==> src/rtl/minibot_pkg.sv <==
// Shared types and helpers for the minibot motion blocks.
package minibot_pkg;

  localparam int unsigned DefaultSampleCycles = 50000;
  localparam int unsigned DefaultSpeedW       = 16;

  typedef logic signed [DefaultSpeedW-1:0] speed_t;
  typedef logic [31:0]                     pos_count_t;

  // Clamp a signed 32-bit value into the range of a signed width-bit number.
  function automatic logic signed [31:0] sat_signed(input logic signed [31:0] value,
                                                    input int unsigned width);
    logic signed [31:0] hi;
    logic signed [31:0] lo;
    hi = 32'sh7fff_ffff >>> (32 - width);
    lo = ~hi;
    if (value > hi) begin
      return hi;
    end else if (value < lo) begin
      return lo;
    end
    return value;
  endfunction

endpackage

==> src/rtl/sample_timer.sv <==
// Free-running window timer: pulses tick on the last cycle of each PERIOD-cycle window.
module sample_timer #(
  parameter int unsigned PERIOD = 50000
) (
  input  logic clk,
  input  logic reset,
  input  logic enable,
  output logic tick
);

  localparam int unsigned TimerW = $clog2(PERIOD);
  localparam logic [TimerW-1:0] Last = TimerW'(PERIOD - 1);

  logic [TimerW-1:0] timer_q, timer_d;

  always_comb begin
    timer_d = '0;
    tick    = 1'b0;
    if (enable) begin
      tick    = (timer_q == Last);
      timer_d = tick ? '0 : timer_q + 1'b1;
    end
  end

  always_ff @(posedge clk) begin
    if (reset) begin
      timer_q <= '0;
    end else begin
      timer_q <= timer_d;
    end
  end

endmodule

==> src/rtl/speed_estimator.sv <==
// Windowed speed estimate from a wrapping position count: raw delta plus moving average.
module speed_estimator
  import minibot_pkg::*;
#(
  parameter int unsigned SAMPLE_CYCLES = DefaultSampleCycles,
  parameter int unsigned LOG2_AVG      = 2,
  parameter int unsigned SPEED_W       = DefaultSpeedW
) (
  input  logic                      clk,
  input  logic                      reset,
  input  logic                      enable,
  input  pos_count_t                counter,
  input  logic                      clear_overflow,
  output logic signed [SPEED_W-1:0] speed_raw,
  output logic signed [SPEED_W-1:0] speed,
  output logic                      speed_valid,
  output logic                      overflow
);

  localparam int unsigned IdxW   = (LOG2_AVG > 0) ? LOG2_AVG : 1;
  localparam int unsigned HistN  = 1 << IdxW;
  localparam int unsigned SumW   = SPEED_W + LOG2_AVG;

  logic                      tick;
  logic                      primed_q;
  pos_count_t                prev_q;
  logic signed [SPEED_W-1:0] raw_q;
  logic                      upd_q;
  logic                      avg_q;
  logic                      valid_q;
  logic signed [SPEED_W-1:0] hist_q [HistN];
  logic signed [SumW-1:0]    sum_q;
  logic signed [SumW-1:0]    sum_d;
  logic [IdxW-1:0]           wr_idx_q;
  logic [IdxW-1:0]           wr_idx_nxt;
  logic signed [SPEED_W-1:0] speed_q;
  logic                      ovf_q;

  logic signed [31:0] delta;
  logic signed [31:0] delta_sat;
  logic               clamped;
  logic               ovf_set;

  sample_timer #(
    .PERIOD (SAMPLE_CYCLES)
  ) u_sample_timer (
    .clk    (clk),
    .reset  (reset),
    .enable (enable),
    .tick   (tick)
  );

  // Modulo subtraction read as signed gives the right delta across counter wrap.
  always_comb begin
    delta      = $signed(counter - prev_q);
    delta_sat  = sat_signed(delta, SPEED_W);
    clamped    = (delta_sat != delta);
    ovf_set    = enable && tick && primed_q && clamped;
    sum_d      = sum_q + SumW'(raw_q) - SumW'(hist_q[wr_idx_q]);
    wr_idx_nxt = (LOG2_AVG == 0) ? '0 : wr_idx_q + 1'b1;
  end

  always_ff @(posedge clk) begin
    if (reset || !enable) begin
      primed_q <= 1'b0;
      prev_q   <= '0;
      raw_q    <= '0;
      upd_q    <= 1'b0;
      avg_q    <= 1'b0;
      valid_q  <= 1'b0;
      hist_q   <= '{default: '0};
      sum_q    <= '0;
      wr_idx_q <= '0;
      speed_q  <= '0;
    end else begin
      upd_q   <= 1'b0;
      avg_q   <= upd_q;
      valid_q <= avg_q;
      if (tick) begin
        prev_q <= counter;
        if (!primed_q) begin
          primed_q <= 1'b1;
        end else begin
          raw_q <= delta_sat[SPEED_W-1:0];
          upd_q <= 1'b1;
        end
      end
      if (upd_q) begin
        sum_q            <= sum_d;
        hist_q[wr_idx_q] <= raw_q;
        wr_idx_q         <= wr_idx_nxt;
      end
      // Taking the top SPEED_W bits is the arithmetic shift right by LOG2_AVG.
      if (avg_q) begin
        speed_q <= sum_q[SumW-1:LOG2_AVG];
      end
    end
  end

  always_ff @(posedge clk) begin
    if (reset) begin
      ovf_q <= 1'b0;
    end else if (ovf_set) begin
      ovf_q <= 1'b1;
    end else if (clear_overflow) begin
      ovf_q <= 1'b0;
    end
  end

  assign speed_raw   = raw_q;
  assign speed       = speed_q;
  assign speed_valid = valid_q;
  assign overflow    = ovf_q;

endmodule
==> config.mk <==
export PLATFORM = sky130hd
export DESIGN_NAME = speed_estimator
export DESIGN_NICKNAME = d
export VERILOG_FILES = /design/src/rtl/minibot_pkg.sv /design/src/rtl/sample_timer.sv /design/src/rtl/speed_estimator.sv
export SDC_FILE = /design/constraint.sdc
export NUM_CORES = 1
export LEC_CHECK = 0
export ABC_CLOCK_PERIOD_IN_PS = 4000
export CORE_UTILIZATION = 54
export DETAILED_ROUTE_END_ITERATION = 7
export HOLD_SLACK_MARGIN = 0.02
export PLACE_DENSITY = 0.78
export SLEW_MARGIN = 20
export SYNTH_ARGS = -nofsm -noshare
export SYNTH_HDL_FRONTEND = slang
export SYNTH_HIERARCHICAL = 1
export SYNTH_SLANG_ARGS = --single-unit
==> constraint.sdc <==
create_clock -name clk -period 4 [get_ports clk]
set_input_delay 0.6 -clock clk [delete_from_list [all_inputs] [get_ports clk]]
set_output_delay 0.6 -clock clk [all_outputs]
set_load 0.01 [all_outputs]
==> key figures, run 1 <==
CTS
  – Longest Clk Path Bufs: 2
  – Clock Latency Late Sink: about 440 ps
  – Clk slew on worst S/H paths: 70 ps
  – Cts bufs inserted: 17
  – CTS tree: built
  – CTS HTree Levels: 4
  – Root Buffer Master: clkbuf_16
  – Clock sinks: 169

Timing
  – Setup Skew: 8.13 ps
  – Final Hold Fails: 0
  – Setup TNS: 0 ps
  – # setup viols final: 0
  – Fmax: 262 MHz
  – Setup WS post-layout: 177 ps
  – Pin slew with the least headroom to its limit: 893 ps
  – RSZ-0062 raised after global routing: true
  – Final period util: a little over nine tenths
  – Fin crit period: about 3800 ps
  – Worst rel slew slack: 40.4%
  – Max Slew Vio Count: 0

Worst setup path
  – Worst path slowest cell: mux4_2
  – Crit path launch type: flop
  – Crit Path Max Fanout: 6
  – CP cell instances: buf_4 > buf_4 > mux4_2 > fa_1 > inv_1 > ha_1 > o21ai_0 > o21ai_1 > a31oi_2 > a21oi_2 > a211oi_2 > o21bai_1 > a21oi_2 > xnor2_1 > nand2_1 > xor2_1 > nor2_1
  – CP Capture Type: flop
  – Buf/Inv on CP: 3
  – Critical Path AT: 4130 ps
  – Worst path top cell family by delay: compound AO/OA/AOI/OAI gates
  – Setup CP Type: flop to flop
  – Critical Path RT: 4310 ps
  – Slowest stage delay, CP: 520 ps

Synth
  – Yosys reg bits: between 150 and 200
  – Synth Area in Compound Gates: 14.3%
  – Synth warn: 6
  – Fraction of registers with async set/reset: 0%
  – Adder-cell share of the synthesized area: 10.7%
  – Mapped cell area: just under 10000 µm²
  – Simple-gate share of the synthesized area: a little under a fifth
  – Sequential area share after synthesis: 34.6%
  – Largest family of logic cells by synthesized area: simple AND/OR/NAND/NOR gates
  – Post-synth EDFFs: 0
  – Post-synth net total: 1297
  – Post-Syn Instances: 1188
  – Synth Flop Type: dfxtp_1
  – Post-synthesis mux area share: 10.4%
  – XOR/XNOR share of the synthesized area: 4.65%
  – Cell variety after synth: 68
  – Mean Syn Cell Area: between 8 and 9 µm²

Finish
  – Final instance area: 11800 µm²
  – Register area: 3380 µm²
  – Synth-to-layout area growth: 20.2%
  – Nets: 1409
  – FILL cells: 1410
  – Ant diodes: 0
  – Proportion of layout cells with a drive suffix above 1: 11.7%
  – Multi-input combinational cell area: 5790 µm²
  – Final Core Density: 67.3%

Global route
  – Vias in the first global route: 8118
  – Largest net degree at the start of global routing: 59
  – Initial antenna violation count: 0
  – Total GRT Usage: 25.5%
  – Total grt overflow: 0
  – Global-route wire length before repair: 37600 µm

Drt
  – Antenna-violating nets left: 0
  – DR vias: 8435
  – WL/cell: 14.7 µm
  – Final WL: 22600 µm
  – Vias/cell: 5.48
  – DRT Pass-1 Iters: 5
  – # DRC: 0
  – DRT iter0 DRCs: around 410

Pwr
  – Pleak: 4.20 nW
  – PD cells: between 300 and 400 nW/µm²
  – Worst VDD drop: 331 µV

Min path
  – Hold crit path type: flop to flop

Floorplanning
  – Initial core utilization: 56.0%
  – Die area: 18700 µm²
  – FP Rows: 48
  – Vert. Die Dim: approximately 140 µm
  – Number of I/O pins: 70
  – Die W: 137 µm
  – Core area: 17500 µm²

Flow run
  – Total of max-cap violations: 0

Place
  – RePlAce Congestion: 0.922
  – Cell Area, Placed: 11100 µm²
  – DPL Wire Length: 16700 µm
  – Input/output buffers: 69
  – Worst slack, placed: -254 ps

Run status
  – Status: complete, no violations
-- placed cells by master, fill, tap and decap left out, types with 41 or more instances in the layout --
cell type	count
dfxtp_1	168
nand2_1	184
clkdlybuf4s50_1	69
buf_4	77
ha_1	55
a21oi_1	104
nor2_1	134
xnor2_1	41
mux2i_1	63
inv_1	120
-- cell usage after synthesis, types with 5 or more instances --
cell type	instances	area share, %
clkbuf_1	37	1.4
mux2i_1	63	6.4
nor3_1	15	0.77
xor2_1	11	0.98
nor4_1	6	0.38
ha_1	55	7.0
nand2_1	184	7.1
nand4_1	11	0.70
o21a_1	10	0.77
nor2_1	134	5.1
fa_1	18	3.7
inv_1	120	4.6
a21oi_1	108	5.5
a21o_1	16	1.2
o21bai_1	5	0.38
and3_1	10	0.64
xnor2_1	41	3.7
mux4_2	16	3.7
and2_1	13	0.83
buf_1	9	0.35
nand2b_1	7	0.45
o21ai_0	23	1.2
dfxtp_1	169	35
a31oi_1	9	0.58
o21ai_1	11	0.56
a211oi_1	5	0.38
nand3_1	15	0.77
-- area by class of cell --
type | instances | share of cell area, %
clock buffer | 18 | 3.65
inverter | 120 | 3.83
sequential | 169 | 28.8
tap | 225 | 2.39
timing repair buffer | 146 | 10.8
multi-input combinational | 846 | 49.2
clock inverter | 14 | 1.33
-- timing repair --
| action | in CTS | in global routing |
|---|---|---|
| buffers inserted | 0 | 2 |
| gates cloned | 0 | 0 |
| gates resized for setup | 4 | 11 |
| pin swaps | 1 | 5 |
| hold buffers | 0 | 0 |
| endpoints found under the setup margin | 3 | 18 |
-- cells by family after synthesis --
logic type,after synthesis
AO/OA/AOI/OAI,224
XOR/XNOR,52
adder cells (fa/ha/maj),73
buffers and inverters,173
flip-flops,169
multiplexers,81
AND/OR/NAND/NOR,416
-- layer usage --
metal	GRT usage (%)	wire length (µm)	vias to the layer above
met3	4.37	896	43
met1	31.1	9970	3981
met2	44.9	11300	212
met4	8.77	460	0
li1	-	-	4199
met5	0	0	-
-- where the power goes --
part           total [W]  internal [W]  leakage [nW]  switching (W)
Clock            0.00162      0.000837         0.283       0.000779
Combinational   0.000346      0.000157          2.56       0.000189
Sequential       0.00168       0.00168          1.36    0.000000994
Total            0.00365       0.00268          4.20       0.000969
-- flip-flops by register name (all words and copies together) (netlist names), 2 cells and up --
name and cells:
prev_q 32, sum_q 18, u_sample_timer/timer_q 16, speed_raw 16, wr_idx_q 2, hist_q 64
speed 16
-- path summary, 6_finish.rpt --
path          startpoint          to  slack [ps]  cells past startpoint
max          wr_idx_q[1]   sum_q[17]         180                     17
max reg2reg  wr_idx_q[1]   sum_q[17]         180                     17
min reg2reg   hist_q[11]  hist_q[11]         450                      2
min           hist_q[11]  hist_q[11]         450                      2
-- stage by stage --
| step | std cells | power (W) | hold WS (ps) |
|---|---|---|---|
| floorplan | 1188 | 0.00193 | 430 |
| global placement | 1504 | 0.00206 | 439 |
| detailed placement | 1504 | 0.00206 | 444 |
| CTS | 1536 | 0.00366 | 454 |
| global route | 1538 | 0.00377 | 477 |
| finish | 1538 | 0.00365 | 453 |
-- worst reg2reg max path, delay by kind of cell, from the launching register on --
family,cells,cell delay (ps)
buffers and inverters,3,370
multiplexers,1,520
flip-flops,1,370
AND/OR/NAND/NOR,2,130
AO/OA/AOI/OAI,7,1210
adder cells (fa/ha/maj),2,810
XOR/XNOR,2,290
(Power assumes the default switching activity.)
==> run 2, diff against run 1 <==
--- a/config.mk
+++ b/config.mk
@@ -5,6 +5,7 @@
 export SDC_FILE = /design/constraint.sdc
 export NUM_CORES = 1
 export LEC_CHECK = 0
+export ABC_AREA = 1
 export ABC_CLOCK_PERIOD_IN_PS = 4000
 export CORE_UTILIZATION = 54
 export DETAILED_ROUTE_END_ITERATION = 7
==> run 2 against run 1 <==
  * Hold slack gained 6.4 ps
  * Synthesized area rose by 7.5%
  * Count of clock-buffer cells in the layout up 3
  * Critical path type unchanged
  * Critical endpoint is now sum_q[13]
==> key figures, run 2 <==
Finish
  – Synth-to-layout area growth: 14.4%
  – Largest register FFs: 64 (unchanged)
  – Ant diodes: 0 (unchanged)
  – Largest register by flop count: hist_q
  – Nets: 1739 (+23%)
  – Final cell count without fillers: 1902 (+24%)
  – FILL cells: 1785 (+27%)
  – Largest registers: hist_q: 64 flops, prev_q: 32 flops, sum_q: 18 flops
  – Proportion of layout cells with a drive suffix above 1: 5.97% (-5.7 points)
  – Most common cell after layout, fill and taps aside: nand2_1
  – Final instance area: 12000 µm² (+2.3%)
  – Most frequent cells in the layout: nand2_1 (360), inv_1 (270), a21oi_1 (179)

Floorplanning
  – Initial core utilization: 55.7% (-0.32 points)
  – Die area: 20000 µm² (+7.4%)
  – FP Rows: 50 (+4.2%)
  – Core area: 18900 µm² (+8.1%)
  – Die W: 142 µm (+3.6%)
  – Vert. Die Dim: 142 µm (+3.6%)
  – Number of I/O pins: 70 (unchanged)

Run status
  – Status: complete, no violations

Synth
  – Largest area contributor in the netlist: dfxtp_1
  – Synth top area cells: dfxtp_1 (32%), nand2_1 (13%), inv_1 (9.7%)
  – Fraction of registers with async set/reset: 0% (unchanged)
  – List of most frequent post-synthesis cells: nand2_1 (360), inv_1 (271), a21oi_1 (179), dfxtp_1 (169), o21ai_0 (167)
  – Yosys reg bits: 169 (unchanged)
  – Mapped cell area: 10500 µm² (+7.5%)
  – Cell variety after synth: 43 (-37%)
  – Synth Flop Type: dfxtp_1
  – Post-synth net total: 1693 (+31%)
  – Post-Syn Instances: 1584 (+33%)
  – Post-synth EDFFs: 0 (unchanged)
  – Mean Syn Cell Area: 6.64 µm² (-19%)
  – Sequential area share after synthesis: 32.2% (-2.4 points)
  – Synth top area share: 32.2% (-2.4 points)
  – Synth warn: 6 (unchanged)
  – Top-count cell post-synth: nand2_1

Worst setup path
  – CP Capture Type: flop
  – Reg2Reg Depth: 17 (unchanged)
  – Setup CP Type: flop to flop
  – Crit path launch type: flop
  – Critical Path AT: 4010 ps (-120 ps)
  – Worst path slowest cell: fa_1
  – Crit Path Max Fanout: 18 (+12)
  – Slowest stage delay, CP: 510 ps (about the same)
  – Critical Path Stages: 17 (unchanged)
  – Cell with the most instances on the worst path: o21ai_0
  – CP cell instances: clkinv_1 > buf_4 > o21ai_0 > o22ai_1 > fa_1 > inv_1 > ha_1 > a21o_1 > nand2_1 > nand2_1 > nor2_1 > o31ai_1 > nand3_1 > o21ai_0 > xor2_1 > o21ai_0 > inv_1
  – Worst path top cell family by delay: compound AO/OA/AOI/OAI gates
  – Critical Path RT: 4320 ps (about the same)
  – Buf/Inv on CP: 4 (+1)

Timing
  – Max Slew Vio Count: 0 (unchanged)
  – Worst hold slack: 459 ps (+6.38 ps)
  – Fin crit period: 3690 ps (-133 ps)
  – # setup viols final: 0 (unchanged)
  – Final Hold Fails: 0 (unchanged)
  – Setup TNS: 0 ps (unchanged)
  – Final period util: 92.3% (-3.3 points)
  – Pin slew with the least headroom to its limit: 932 ps (+39.1 ps)
  – RSZ-0062 raised after global routing: false
  – Setup WS post-layout: 310 ps (+133 ps)
  – Setup Skew: 14.6 ps (+6.44 ps)
  – Worst rel slew slack: 37.8% (-2.6 points)
  – Fmax: 271 MHz (+3.6%)

CTS
  – Longest Clk Path Bufs: 2 (unchanged)
  – Root Buffer Master: clkbuf_16
  – Post-CTS setup buffer count: 0 (unchanged)
  – Cts bufs inserted: 17 (unchanged)
  – Clk slew on worst S/H paths: 70 ps (about the same)
  – Clock sinks: 169 (unchanged)
  – CTS HTree Levels: 4 (unchanged)
  – CTS tree: built
  – Clock Latency Late Sink: 430 ps (about the same)

Place
  – Placed Cells: 1871 (+24%)
  – Worst slack, placed: 317 ps (+571 ps)
  – RePlAce Congestion: 0.944 (+2.4%)
  – Cell Area, Placed: 11400 µm² (+2.7%)
  – Input/output buffers: 69 (unchanged)
  – DPL Wire Length: 19400 µm (+16%)

Drt
  – Vias/cell: 5.21 (-5.0%)
  – DR vias: 9912 (+18%)
  – DRT iter0 DRCs: 703 (+71%)
  – Final WL: 26300 µm (+16%)
  – WL/cell: 13.8 µm (-6.2%)
  – Antenna-violating nets left: 0 (unchanged)
  – DRT Pass-1 Iters: 7 (+2)
  – # DRC: 0 (unchanged)

Min path
  – Worst Hold Depth: 2 (unchanged)
  – Hold crit path type: flop to flop

Global route
  – Initial antenna violation count: 0 (unchanged)
  – Total GRT Usage: 27.0% (+1.5 points)
  – Vias in the first global route: 9005 (+11%)
  – Global-route wire length before repair: 43400 µm (+15%)
  – Largest net degree at the start of global routing: 98 (+66%)
  – Total grt overflow: 0 (unchanged)

Flow run
  – Total of max-cap violations: 0 (unchanged)

Pwr
  – Pleak: 5.49 nW (+31%)
  – PD cells: 317 nW/µm² (+2.4%)
  – Worst VDD drop: 352 µV (+6.3%)
[run 2: cell types whose count changed after synthesis, sizes merged, moves of 16 or more]
cell,previous run,this run
mux2i,63,0
inv,120,274
nand3,15,43
xnor2,41,22
a21oi,111,187
o21ai,36,168
nand2,184,379
mux4,16,0
[run 2: worst min-delay path: cells and delay by family (launching register included)]
kind / cells / cell delay [ps]
compound gates: 1 / 60
buf+inv: 1 / 60
flops: 1 / 300
[run 2: cells by family (layout without fill, tap and decap cells)]
group,Yosys count,count (layout),synth area share [%]
and+or+nand+nor,592,592,23.7
adders and majority gates,73,73,9.97
xor gates and xnor gates,36,36,3.00
AOI/OAI and AO/OA,383,383,19.1
buffers and inverters,331,389,12.1
DFF,169,169,32.2
[run 2: layout make-up]
cell class	instances	area [µm²]	share of cell area, %
Clock buffer	21	460	3.83
Clock inverter	10	166	1.38
Inverter	278	1040	8.67
Multi-Input combinational cell	1084	5870	48.8
Sequential cell	169	3380	28.1
Tap cell	260	325	2.70
Timing Repair Buffer	80	786	6.53
[run 2: final timing paths]
| path | start | slack (ps) | endpoint |
|---|---|---|---|
| worst max-delay path | wr_idx_q[0] | 310 | sum_q[13] |
| worst min-delay path | prev_q[20] | 460 | prev_q[20] |
| worst max register to register | wr_idx_q[0] | 310 | sum_q[13] |
| worst min register to register | prev_q[20] | 460 | prev_q[20] |
[run 2: metal layers]
metal	up-vias	GRT usage, %	share of wire, %
li1	5111	-	-
met1	4493	35.0	46
met3	40	3.78	4.6
met5	-	0	0
met4	0	9.00	2.2
met2	268	46.0	48
[run 2: report_power, final]
part           total (W)  switching (W)  leakage (nW)  internal [W]
Sequential       0.00168     0.00000106          1.36       0.00168
Clock            0.00179       0.000705         0.305       0.00108
Combinational   0.000349       0.000219          3.82      0.000130
[run 2: what timing repair did]
action | in CTS | in global routing
hold buffers | 0 | 0
endpoints found under the setup margin | 0 | 1
gates resized for setup | 0 | 2
hold endpoints to repair | 0 | 0
[run 2: through the flow]
stage / total power (W) / util [%]
2_1_floorplan: 0.00196 / -
3_3_place_gp: 0.00206 / 60.4
3_5_place_dp: 0.00206 / 60.4
4_1_cts: 0.00384 / 63.7
5_1_grt: 0.00396 / 63.7
6_report: 0.00382 / 63.7
